File: src/rtl/stream_mux_rr_if.sv
// Handshake bundle between N producers, the stream mux, and one consumer.
interface stream_mux_rr_if #(
    parameter int WIDTH = 32,
    parameter int N     = 8,
    parameter int SEL_W = 3
);
    logic [N*WIDTH-1:0] in_data;
    logic [N-1:0]       in_valid;
    logic [N-1:0]       in_ready;
    logic               mode;
    logic [SEL_W-1:0]   sel;
    logic [WIDTH-1:0]   out_data;
    logic [SEL_W-1:0]   out_chan;
    logic               out_valid;
    logic               out_ready;

    modport master (
        output in_data, in_valid, mode, sel, out_ready,
        input  in_ready, out_data, out_chan, out_valid
    );

    modport slave (
        input  in_data, in_valid, mode, sel, out_ready,
        output in_ready, out_data, out_chan, out_valid
    );
endinterface

File: src/rtl/stream_mux_rr.sv
// N-input streaming mux with fixed-select or round-robin arbitration and a
// single registered output stage; in_ready never depends on in_data.
module stream_mux_rr #(
    parameter int WIDTH = 32,
    parameter int N     = 8,
    parameter int SEL_W = 3
) (
    input logic           clock,
    input logic           reset,
    stream_mux_rr_if.slave bus
);
    logic                 load_en;
    logic                 sel_ok;
    logic [N-1:0]         grant;
    logic [SEL_W-1:0]     grant_idx;
    logic                 grant_any;
    logic [SEL_W-1:0]     scan_idx;
    logic [WIDTH-1:0]     grant_data;
    logic                 xfer;

    logic [WIDTH-1:0]     data_p0;
    logic [SEL_W-1:0]     chan_p0;
    logic                 vld_p0;
    logic [SEL_W-1:0]     last;

    assign load_en = !vld_p0 || bus.out_ready;
    assign sel_ok  = ({1'b0, bus.sel} < (SEL_W+1)'(N));

    // Round-robin scans last+1 .. last+N, so the previous winner ranks lowest.
    always_comb begin
        grant     = '0;
        grant_idx = '0;
        grant_any = 1'b0;
        scan_idx  = '0;
        if (!bus.mode) begin
            if (sel_ok && bus.in_valid[bus.sel]) begin
                grant[bus.sel] = 1'b1;
                grant_idx      = bus.sel;
                grant_any      = 1'b1;
            end
        end else begin
            for (int k = 1; k <= N; k++) begin
                scan_idx = SEL_W'((int'(last) + k) % N);
                if (!grant_any && bus.in_valid[scan_idx]) begin
                    grant[scan_idx] = 1'b1;
                    grant_idx       = scan_idx;
                    grant_any       = 1'b1;
                end
            end
        end
    end

    always_comb begin
        grant_data = '0;
        for (int i = 0; i < N; i++) begin
            if (grant[i]) grant_data = bus.in_data[i*WIDTH +: WIDTH];
        end
    end

    assign xfer         = grant_any && load_en;
    assign bus.in_ready = load_en ? grant : '0;

    // Output stage p0: the only register between producers and consumer.
    always_ff @(posedge clock or posedge reset) begin
        if (reset) begin
            data_p0 <= '0;
            chan_p0 <= '0;
            vld_p0  <= 1'b0;
            last    <= SEL_W'(N - 1);
        end else if (xfer) begin
            data_p0 <= grant_data;
            chan_p0 <= grant_idx;
            vld_p0  <= 1'b1;
            if (bus.mode) last <= grant_idx;
        end else if (bus.out_ready) begin
            vld_p0  <= 1'b0;
        end
    end

    assign bus.out_data  = data_p0;
    assign bus.out_chan  = chan_p0;
    assign bus.out_valid = vld_p0;
endmodule

File: src/flat_wrapper.sv
// flat-port wrapper written by rule: the top's interface ports become plain ports
module stream_mux_rr_flat 
#(
    parameter int WIDTH = 32,
    parameter int N     = 8,
    parameter int SEL_W = 3
)
  (clock, reset, bus_in_data, bus_in_valid, bus_mode, bus_sel, bus_out_ready, bus_in_ready, bus_out_data, bus_out_chan, bus_out_valid);
  stream_mux_rr_if #(.WIDTH(WIDTH), .N(N), .SEL_W(SEL_W)) bus_i ();
  input logic clock;
  input logic reset;
  input wire logic [$bits(bus_i.in_data)-1:0] bus_in_data;
  input wire logic [$bits(bus_i.in_valid)-1:0] bus_in_valid;
  input wire logic [$bits(bus_i.mode)-1:0] bus_mode;
  input wire logic [$bits(bus_i.sel)-1:0] bus_sel;
  input wire logic [$bits(bus_i.out_ready)-1:0] bus_out_ready;
  output wire logic [$bits(bus_i.in_ready)-1:0] bus_in_ready;
  output wire logic [$bits(bus_i.out_data)-1:0] bus_out_data;
  output wire logic [$bits(bus_i.out_chan)-1:0] bus_out_chan;
  output wire logic [$bits(bus_i.out_valid)-1:0] bus_out_valid;
  assign bus_i.in_data = bus_in_data;
  assign bus_i.in_valid = bus_in_valid;
  assign bus_i.mode = bus_mode;
  assign bus_i.sel = bus_sel;
  assign bus_i.out_ready = bus_out_ready;
  assign bus_in_ready = bus_i.in_ready;
  assign bus_out_data = bus_i.out_data;
  assign bus_out_chan = bus_i.out_chan;
  assign bus_out_valid = bus_i.out_valid;
  stream_mux_rr #(.WIDTH(WIDTH), .N(N), .SEL_W(SEL_W)) u_core (.clock(clock), .reset(reset), .bus(bus_i));
endmodule
File: config.mk
export PLATFORM = sky130hd
export DESIGN_NAME = stream_mux_rr_flat
export DESIGN_NICKNAME = d
export VERILOG_FILES = /design/src/rtl/stream_mux_rr_if.sv /design/src/rtl/stream_mux_rr.sv /design/src/flat_wrapper.sv
export SDC_FILE = /design/constraint.sdc
export NUM_CORES = 1
export LEC_CHECK = 0
export CORE_MARGIN = 2
export CORE_UTILIZATION = 40
export CTS_CLUSTER_SIZE = 20
export DETAILED_ROUTE_END_ITERATION = 8
export PLACE_DENSITY = 0.91
export REMOVE_ABC_BUFFERS = 1
export SYNTH_ARGS = -nofsm -noshare
export SYNTH_HDL_FRONTEND = slang
export SYNTH_SLANG_ARGS = --single-unit
File: constraint.sdc
create_clock -name clock -period 5.54 [get_ports clock]
set_clock_uncertainty 0.2 [all_clocks]
set_input_delay 0.554 -clock clock [delete_from_list [all_inputs] [get_ports clock]]
set_output_delay 0.554 -clock clock [all_outputs]
set_load 0.01 [all_outputs]
# After elaboration in Yosys (flattened, before gate mapping)

Cells that the tools add are included.

Reductions and logical operators: 28
Add/sub/neg operators: 8
Mux-type cells: 91
Magnitude comparators: 18
Bitwise gates (word level): 7

Operator list:

| cell                                                                                | count |
|---|---|
| 32-bit 2-to-1 mux                                                                   | 8 |
| 8-bit 2-to-1 mux                                                                    | 18 |
| 8-bit bitwise OR                                                                    | 7 |
| 1-bit 2-to-1 mux                                                                    | 37 |
| 3-bit by 4-bit < comparator with 1-bit output, second input constant                | 9 |
| 3-bit 2-to-1 mux                                                                    | 10 |
| 1-bit binary-select mux with 3-bit select                                           | 9 |
| 1-bit demux with 3-bit select                                                       | 9 |
| 3-bit by 1-bit greater-or-equal comparator with 1-bit output, second input constant | 9 |
| 1-bit logical AND                                                                   | 17 |
| 3-bit adder, second input constant                                                  | 4 |
| 1-bit logical NOT                                                                   | 8 |
| 3-bit by 1-bit adder with 3-bit output, second input constant                       | 2 |
| 3-bit by 2-bit adder with 3-bit output, second input constant                       | 2 |
| 2-bit AND reduction                                                                 | 1 |
| 2-bit nonzero test                                                                  | 1 |
| 1-bit logical OR                                                                    | 1 |

Register bits: 39
Output and inout port bits: 44
Logic and storage cells: 156

# Longest topological paths before layout

Gate-level depths: netlist (run 1).

Depth after elaboration: 41
Depth in mapped cells: 19
Mapped depth without buffers: 11

# Worst setup path before layout (run 1)

Ideal clock, no wire load.

Path kind: register to output
Start point: register u_core.last[0]
End point: output port bus_in_ready[6]
Data required time: 4.786 ns
Setup slack: 0.903 ns
Stages on the path, launching flop included: 18
Data arrival time: 3.883 ns
Buffers on the path: 8
Cell sequence: dfstp_2 > buf_2 > inv_2 > buf_2 > clkbuf_1 > ha_1 > buf_4 > buf_4 > mux2i_1 > mux2i_2 > o221ai_4 > buf_2 > and3_1 > nand4_1 > a31oi_1 > buf_2 > buf_2 > nor2b_1

Cells in the longest elaborated chain, start to end: 34

RTL lines:

| item                                                                                                   | RTL line            | RTL |
|---|---|---|
| from (decl)                                                                                            | stream_mux_rr.sv:24 | `logic [SEL_W-1:0] last;` |
| from (signal assigned)                                                                                 | stream_mux_rr.sv:69 | `last <= SEL_W'(N - 1);` |
| from (signal assigned)                                                                                 | stream_mux_rr.sv:74 | `if (bus.mode) last <= grant_idx;` |
| parallel branches: the longest is 31 deep, another holds 3-bit by 4-bit < comparator with 1-bit output | -                   |  |
| 8-bit 2-to-1 mux *                                                                                     | stream_mux_rr.sv:44 | `if (!grant_any && bus.in_valid[scan_idx]) begin` |
| 8-bit 2-to-1 mux *                                                                                     | stream_mux_rr.sv:35 | `if (!bus.mode) begin` |
| 8-bit 2-to-1 mux *                                                                                     | stream_mux_rr.sv:61 | `assign bus.in_ready = load_en ? grant : '0;` |
| to (decl)                                                                                              | flat_wrapper.sv:17  | `output wire logic [$bits(bus_i.in_ready)-1:0] bus_in_ready;` |

Every way passes the cells marked *. The select of a mux whose other input is x is not followed.

# Worst setup path in the final report (run 1)

Start point: register u_core.last[1]
End point: output port bus_in_ready[7]

Same word-level chain as after synthesis.

==> results of run 1 <==
-- final cells by class --
| type | count | area, um^2 |
|---|---|---|
| fill | 1158 | 4790 |
| multi-input combinational | 582 | 4280 |
| timing repair buffer | 342 | 3350 |
| sequential | 39 | 980 |
| tap | 180 | 225 |
| clock buffer | 7 | 133 |
| inverter | 9 | 33.8 |
| clock inverter | 1 | 30.0 |
| antenna | 2 | 5.00 |
-- worst max-delay path, cell delays in order, from the launching register on --
cell             delay [ns]
dfstp_2                0.53
inv_1                  0.07
ha_1                   0.79
mux2i_1                0.38
mux4_2                 0.39
and2_1                 0.42
nand3_2                0.20
o32a_1                 0.40
a31oi_4                0.29
nand2_2                0.12
inv_1                  0.07
clkdlybuf4s50_1        0.53
-- logic make-up after synthesis --
family                   count (synthesis)
AO/OA/AOI/OAI                          272
XOR/XNOR                                 4
adder cells (fa/ha/maj)                  6
buffers and inverters                   86
flip-flops                              39
multiplexers                            42
AND/OR/NAND/NOR                        258
-- power breakdown --
part	internal, mW	leakage [nW]	switching [mW]
sequential	0.436	0.439	0.115
combinational	1.43	2.68	2.01
clock	0.213	0.0781	0.126
-- registers in the layout (all words and copies together), names as in the netlist --
name,flops
u_core.bus.out_data,32
u_core.bus.out_chan,3
u_core.last,3
u_core.bus.out_valid,1
-- through the flow --
stage	hold WS (ns)	power (mW)	setup slack, ns	instances	utilization
after floorplan	0.367	2.51	-1.50	630	-
after global placement	0.337	3.89	0.688	1152	0.642
after detailed placement	0.350	3.90	0.667	1152	0.642
after CTS	0.361	4.25	0.331	1160	0.653
after global routing	0.384	4.54	0.0258	1162	0.654
final	0.361	4.33	0.286	1162	0.654
-- worst paths after layout --
kind                                                  from                             endpoint  slack [ns]  depth (start not counted)
worst max-delay path            u_core.last[1]$_DFFE_PP1P_                      bus_in_ready[7]        0.29                         11
worst min-delay path            u_core.last[1]$_DFFE_PP1P_           u_core.last[1]$_DFFE_PP1P_        0.36                          2
worst max register to register  u_core.last[1]$_DFFE_PP1P_  u_core.bus.out_data[31]$_DFFE_PP0P_        0.63                         13
worst min register to register  u_core.last[1]$_DFFE_PP1P_           u_core.last[1]$_DFFE_PP1P_        0.36                          2
max in group asynchronous                            reset   u_core.bus.out_data[3]$_DFFE_PP0P_        3.99                          2
min in group asynchronous                            reset   u_core.bus.out_chan[0]$_DFFE_PP0P_        0.56                          2
-- cell usage in the layout, fill, tap and decap left out, types with 3 or more instances in the layout --
cell and count:
a21oi_1 13, a221oi_1 33, a311oi_2 30, a31oi_1 8
and3_1 6, and4_1 5, buf_4 28, clkbuf_16 5
clkdlybuf4s50_1 314, dfrtp_1 36, dfstp_2 3, ha_1 6
inv_1 6, inv_2 3, mux2_2 5, mux2i_1 22
mux4_2 12, nand2_1 93, nand2b_1 3, nand3_1 20
nand3b_1 3, nand4_1 9, nor2_1 87, nor2b_1 10
nor3_1 6, o2111a_1 33, o211ai_1 5, o21ai_0 73
o221ai_1 5, o22ai_1 34
-- metal layers --
metal  track usage  up-vias  wire (um)  share of wire
met1         0.490     3536      11000           0.37
met4         0.217        0       1910          0.064
met3        0.0595      108       2610          0.088
met5             0        -          0              0
li1              -     3323          -              -
met2         0.634      560      14300           0.48
==> flow_metrics.tcl, run 1 <==
set metrics [dict create \
    row_count 43 \
    ctsHoldBuffers 0 \
    crit_path_max_fanout 19 \
    p_per_area_nw_per_um2 479 \
    ys_top_cells_by_count "nand2_1, nor2_1, o21ai_0" \
    grt_pass1_wl_um 43500 \
    slew_violations 0 \
    postRouteAntennaNets 0 \
    synth_area_leaders "dfrtp_1, a311oi_2, o2111a_1" \
    cts_buffer_depth 2 \
    syn_inst 707 \
    synth_fa_ha_area_frac 0.0134 \
    clk_pin_slew_ns 0.06 \
    synth_enable_flop_cells 0 \
    ys_ff_latch 39 \
    grt_max_degree 65 \
    synth_area_um2 5620 \
    max_freq_ghz 0.190 \
    slew_headroom 0.392 \
    final_nets 1256 \
    p_leak_nw 3.20 \
    synth-simple-area-share 0.212 \
    hold_path.class "reg -> reg" \
    wirelength_um 29800 \
    dieArea_um2 15000 \
    first_pass_iters 5 \
    setup_tns_ns 0 \
    synth_top_area_frac 0.160 \
    worstPathArrival_ns 4.50 \
    cts_resized 0 \
    ys_seq_area_frac 0.174 \
    post_cts_buffers 0 \
    yosysMostFrequentCell "nand2_1" \
    die_w_um 123 \
    io_buffers 314 \
    cts_tree "done" \
    cts_sinks 39 \
    final-hold-violation-count 0 \
    num_vias 7527 \
    drtIter0Drc 1025 \
    startpoint_type "register" \
    worst_pin_slew_ns 0.911 \
    antenna_found_initial 2 \
    areaGrowthSynthToFinish_pct 60.8 \
    root_buffer "clkbuf_16" \
    numCtsBuffers 5 \
    synth_compound_area_frac 0.411 \
    place_area_um2 8870 \
    grt_pass1_vias 7208 \
    syn_area_per_cell_um2 7.95 \
    cp-end-kind "primary output" \
    gp_congestion 0.999 \
    core_area_um2 13800 \
    initial_core_util 0.406 \
    min_period_ns 5.25 \
    grt_usage 0.389 \
    fin_crit_sh 0.948 \
    ys_types 80 \
    grt-ovfl-total 0 \
    critical_path_required_ns 4.79 \
    rsz0062_at_grt "no" \
    worstSetupPathType "reg -> out" \
    synthArstFlopShare 1.00 \
    final_area_um2 9040 \
    via_per_inst 6.48 \
    cts_max_level 2 \
    synth.mux.area_fraction 0.106 \
    die_h_um 123 \
    yosysWarnings 0 \
    clk-insertion-delay-late_ns 0.29 \
    synth-xor-area-share 0.00957 \
    status "complete, no violations" \
    io_pins 315 \
    wl_per_cell_um 25.7 \
    drc 0 \
    synth_top_family_by_area "compound AO/OA/AOI/OAI gates" \
    synth_ff_type "dfrtp_1" \
    setup-violations-final 0 \
    ir_worst_vdd_uv 239 \
    maxCapViolations 0 \
    yosysTopAreaCell "dfrtp_1" \
    drive_gt1_frac 0.115 \
    hpwl_um 23500 \
]
Power figures use the tool's default switching activity.
==> inputs of run 2 (changes only) <==
CELL_PAD_IN_SITES_DETAIL_PLACEMENT = 1   (was default)
CELL_PAD_IN_SITES_GLOBAL_PLACEMENT = 2   (was default)
CORE_UTILIZATION = 21   (was 40)
HOLD_SLACK_MARGIN = 0.06   (was default)
==> flow_metrics.tcl, run 2 (synthesis gave the netlist of run 1 again) <==
set metrics [dict create \
    status "complete, no violations" \
    final_nets 1254 \
    critical_path_required_ns 4.79 \
    cts_tree "done" \
    fin_total_pwr_mw 4.39 \
    p_per_area_nw_per_um2 474 \
    largest_reg_flops 32 \
    min_period_ns 5.27 \
    hpwl_um 25300 \
    grt_pass1_vias 7816 \
    cts_resized 0 \
    layout.cells.most_common "clkdlybuf4s50_1" \
    wirelength_um 33100 \
    ir_worst_vdd_uv 228 \
    die_w_um 168 \
    startpoint_type "register" \
    grt_pass1_wl_um 49100 \
    clk-insertion-delay-late_ns 0.30 \
    worstPathArrival_ns 4.51 \
    areaGrowthSynthToFinish_pct 64.7 \
    antenna_found_initial 3 \
    drc 0 \
    dieArea_um2 28100 \
    core_area_um2 26100 \
    drive_gt1_frac 0.115 \
    slew_violations 0 \
    postRouteAntennaNets 0 \
    cts_buffer_depth 2 \
    num_vias 7343 \
    post_cts_buffers 0 \
    max_freq_ghz 0.190 \
    cts_max_level 2 \
    fin_crit_sh 0.951 \
    rsz0062_at_grt "no" \
    row_count 59 \
    grt-ovfl-total 0 \
    cts_sinks 39 \
    wl_per_cell_um 25.2 \
    cp-end-kind "primary output" \
    first_pass_iters 5 \
    worst_pin_slew_ns 0.873 \
    numCtsBuffers 5 \
    drtIter0Drc 501 \
    via_per_inst 5.59 \
    io_pins 315 \
    crit_path_max_fanout 17 \
    final-hold-violation-count 0 \
    slew_headroom 0.417 \
    maxCapViolations 0 \
    setup-violations-final 0 \
    hold_path.class "reg -> reg" \
    initial_core_util 0.215 \
    grt_max_degree 65 \
    worstSetupPathType "reg -> out" \
    ctsHoldBuffers 0 \
    grt_usage 0.228 \
    p_leak_nw 3.20 \
    root_buffer "clkbuf_16" \
    preCtsSetupSlack_ns 0.656 \
    io_buffers 314 \
    die_h_um 168 \
    gp_congestion 0.915 \
    final_cell_mix "clkdlybuf4s50_1, nand2_1, nor2_1" \
    clk_pin_slew_ns 0.07 \
    fin_ws_ns 0.272 \
]
==> run 2: changes by cell type in the layout (fill, tap and decap cells not counted) <==
cell,delta
bufinv_16,+1
clkbuf_1,-1
buf_4,-3
diode_2,-1
buf_12,+1
==> run 2: worst max-delay path, cell delays in order (launching register included) <==
cell,delay (ns)
dfstp_2,0.54
inv_1,0.08
ha_1,0.77
mux2i_1,0.39
mux4_2,0.39
and2_1,0.43
nand3_2,0.20
o32a_1,0.40
a31oi_4,0.27
nand2_2,0.08
inv_1,0.05
clkdlybuf4s50_1,0.61
==> run 2: worst paths after layout <==
check | cells past startpoint | to | start | slack (ns)
worst max register to register | 12 | u_core.bus.out_data[28]$_DFFE_PP0P_ | u_core.last[1]$_DFFE_PP1P_ | 0.55
min in group asynchronous | 3 | u_core.bus.out_chan[2]$_DFFE_PP0P_ | reset | 0.53
worst min register to register | 2 | u_core.bus.out_chan[0]$_DFFE_PP0P_ | u_core.bus.out_chan[0]$_DFFE_PP0P_ | 0.36
max in group asynchronous | 3 | u_core.bus.out_data[23]$_DFFE_PP0P_ | reset | 4.16
worst min-delay path | 2 | u_core.bus.out_chan[0]$_DFFE_PP0P_ | u_core.bus.out_chan[0]$_DFFE_PP0P_ | 0.36
worst max-delay path | 11 | bus_in_ready[7] | u_core.last[1]$_DFFE_PP1P_ | 0.27
==> run 2: cell type report <==
| type | count | area [um^2] |
|---|---|---|
| clock buffer | 6 | 129 |
| tap | 335 | 419 |
| multi-input combinational | 582 | 4280 |
| inverter | 9 | 33.8 |
| timing repair buffer | 340 | 3350 |
| antenna | 1 | 2.50 |
| sequential | 39 | 980 |
| clock inverter | 2 | 60.1 |
| fill | 3158 | 16900 |
==> run 2: power by group <==
group	internal, mW	switching [mW]	total, mW
Clock	0.259	0.146	0.405
Combinational	1.42	2.02	3.44
Sequential	0.435	0.111	0.546
Total	2.11	2.27	4.39
==> run 2: layer usage <==
metal,global-route usage,wire (um)
met5,0,13
met4,0.0839,1280
met3,0.0473,2610
met2,0.385,15800
met1,0.287,13400
==> run 2: stage by stage <==
stage               setup TNS [ns]  instances   util  hold slack (ns)  instance area, um^2
detailed placement               0       1305  0.347            0.346                 9060
global route                     0       1314  0.354            0.386                 9260
finish                           0       1314  0.354            0.358                 9260
CTS                              0       1313  0.354            0.358                 9250
global placement                 0       1305  0.347            0.334                 9060
floorplan                   -49.58        630      -            0.367                 5240
==> inputs of run 3 (changes only) <==
MAX_ROUTING_LAYER = met4   (was default)
==> flow_metrics.tcl, run 3 (synthesis gave the netlist of run 1 again) <==
set metrics [dict create \
    via_per_inst 5.61 \
    status "complete, no violations" \
    cts_tree "done" \
    first_pass_iters 5 \
    rsz0062_at_grt "no" \
    final_area_um2 9290 \
    dieArea_um2 28100 \
    final_cell_mix "clkdlybuf4s50_1, nand2_1, nor2_1" \
    place_area_um2 9140 \
    clk-insertion-delay-late_ns 0.30 \
    slew_headroom 0.342 \
    post_cts_buffers 0 \
    hold_path.class "reg -> reg" \
    crit_path_max_fanout 12 \
    postRouteAntennaNets 0 \
    clockPowerShare 0.073 \
    io_pins 315 \
    die_w_um 168 \
    max_freq_ghz 0.191 \
    drtIter0Drc 614 \
    grt_pass1_vias 7840 \
    p_leak_nw 3.22 \
    maxCapViolations 0 \
    critical_path_required_ns 4.79 \
    cp-end-kind "primary output" \
    root_buffer "clkbuf_16" \
    grt_pass1_wl_um 49200 \
    largest_reg_flops 32 \
    fin_total_pwr_mw 4.33 \
    num_vias 7420 \
    antenna_found_initial 1 \
    initial_core_util 0.215 \
    numCtsBuffers 5 \
    cts_buffer_depth 2 \
    hold_slack_ns 0.344 \
    layout.cells.most_common "clkdlybuf4s50_1" \
    hpwl_um 25700 \
    final-hold-violation-count 0 \
    cts_max_level 2 \
    worst_pin_slew_ns 0.984 \
    swShare 0.525 \
    wirelength_um 33200 \
    ctsHoldBuffers 0 \
    grt_usage 0.235 \
    clk_pin_slew_ns 0.06 \
    p_sw_mw 2.27 \
    worstSetupPathType "reg -> out" \
    slew_violations 0 \
    areaGrowthSynthToFinish_pct 65.2 \
    comb_power_share 0.801 \
    seq_power_share 0.126 \
    drc 0 \
    setup_tns_ns 0 \
    gp_congestion 0.955 \
    p_int_mw 2.06 \
    drive_gt1_frac 0.124 \
    grt-ovfl-total 0 \
    die_h_um 168 \
    wl_per_cell_um 25.1 \
    grt_max_degree 65 \
    fin_crit_sh 0.945 \
    ir_worst_vdd_uv 179 \
    core_area_um2 26100 \
    p_per_area_nw_per_um2 466 \
    cts_resized 0 \
    setup-violations-final 0 \
    io_buffers 314 \
    final_nets 1262 \
    row_count 59 \
    min_period_ns 5.23 \
    startpoint_type "register" \
    worstPathArrival_ns 4.48 \
    cts_sinks 39 \
]
-- run 3: final cells by class --
cell class,instances,area [um^2]
clock inverter,3,20.0
clock buffer,5,125
sequential,39,980
timing repair buffer,348,3420
tap,335,419
inverter,9,33.8
fill,3116,16800
multi-input combinational,582,4280
antenna,2,5.00
-- run 3: layer usage --
layer	global-route usage	up-vias	wire (um)
met4	0.0851	0	1100
met2	0.390	378	16100
li1	-	3333	-
met5	-	-	0
met3	0.0307	66	2040
met1	0.294	3643	13900
-- run 3: through the flow --
stage          setup slack (ns)  utilization  instances
4_1_cts                   0.211        0.355       1321
6_report                  0.306        0.355       1323
5_1_grt                   0.135        0.355       1322
3_3_place_gp              0.606        0.350       1313
3_5_place_dp              0.538        0.350       1313
2_1_floorplan             -1.50            -        630
-- run 3: power by group through the flow --
stage	registers, mW	clock network (mW)	logic [mW]
global placement	0.538	0	3.40
floorplan	0.630	0	1.88
detailed placement	0.543	0	3.42
CTS	0.544	0.331	3.43
global route	0.566	0.340	3.69
finish	0.545	0.317	3.47
-- run 3: final timing paths --
path,start,to,slack [ns],cells after the start
setup / recovery,u_core.last[2]$_DFFE_PP1P_,bus_in_ready[0],0.31,10
hold / removal,u_core.bus.out_chan[2]$_DFFE_PP0P_,u_core.bus.out_chan[2]$_DFFE_PP0P_,0.34,2
setup reg to reg,u_core.last[1]$_DFFE_PP1P_,u_core.bus.out_data[2]$_DFFE_PP0P_,0.64,13
hold reg to reg,u_core.bus.out_chan[2]$_DFFE_PP0P_,u_core.bus.out_chan[2]$_DFFE_PP0P_,0.34,2
max in group asynchronous,reset,u_core.bus.out_data[23]$_DFFE_PP0P_,4.14,3
min in group asynchronous,reset,u_core.bus.out_data[28]$_DFFE_PP0P_,0.52,3
-- run 3: worst max-delay path: stages, from the launching register on --
cell             delay, ns
dfstp_2               0.74
inv_2                 0.15
ha_1                  0.48
mux4_2                0.49
mux2i_4               0.36
nand4_4               0.25
or2_1                 0.33
o2111a_1              0.31
a21oi_4               0.26
nor2b_1               0.23
clkdlybuf4s50_1       0.60
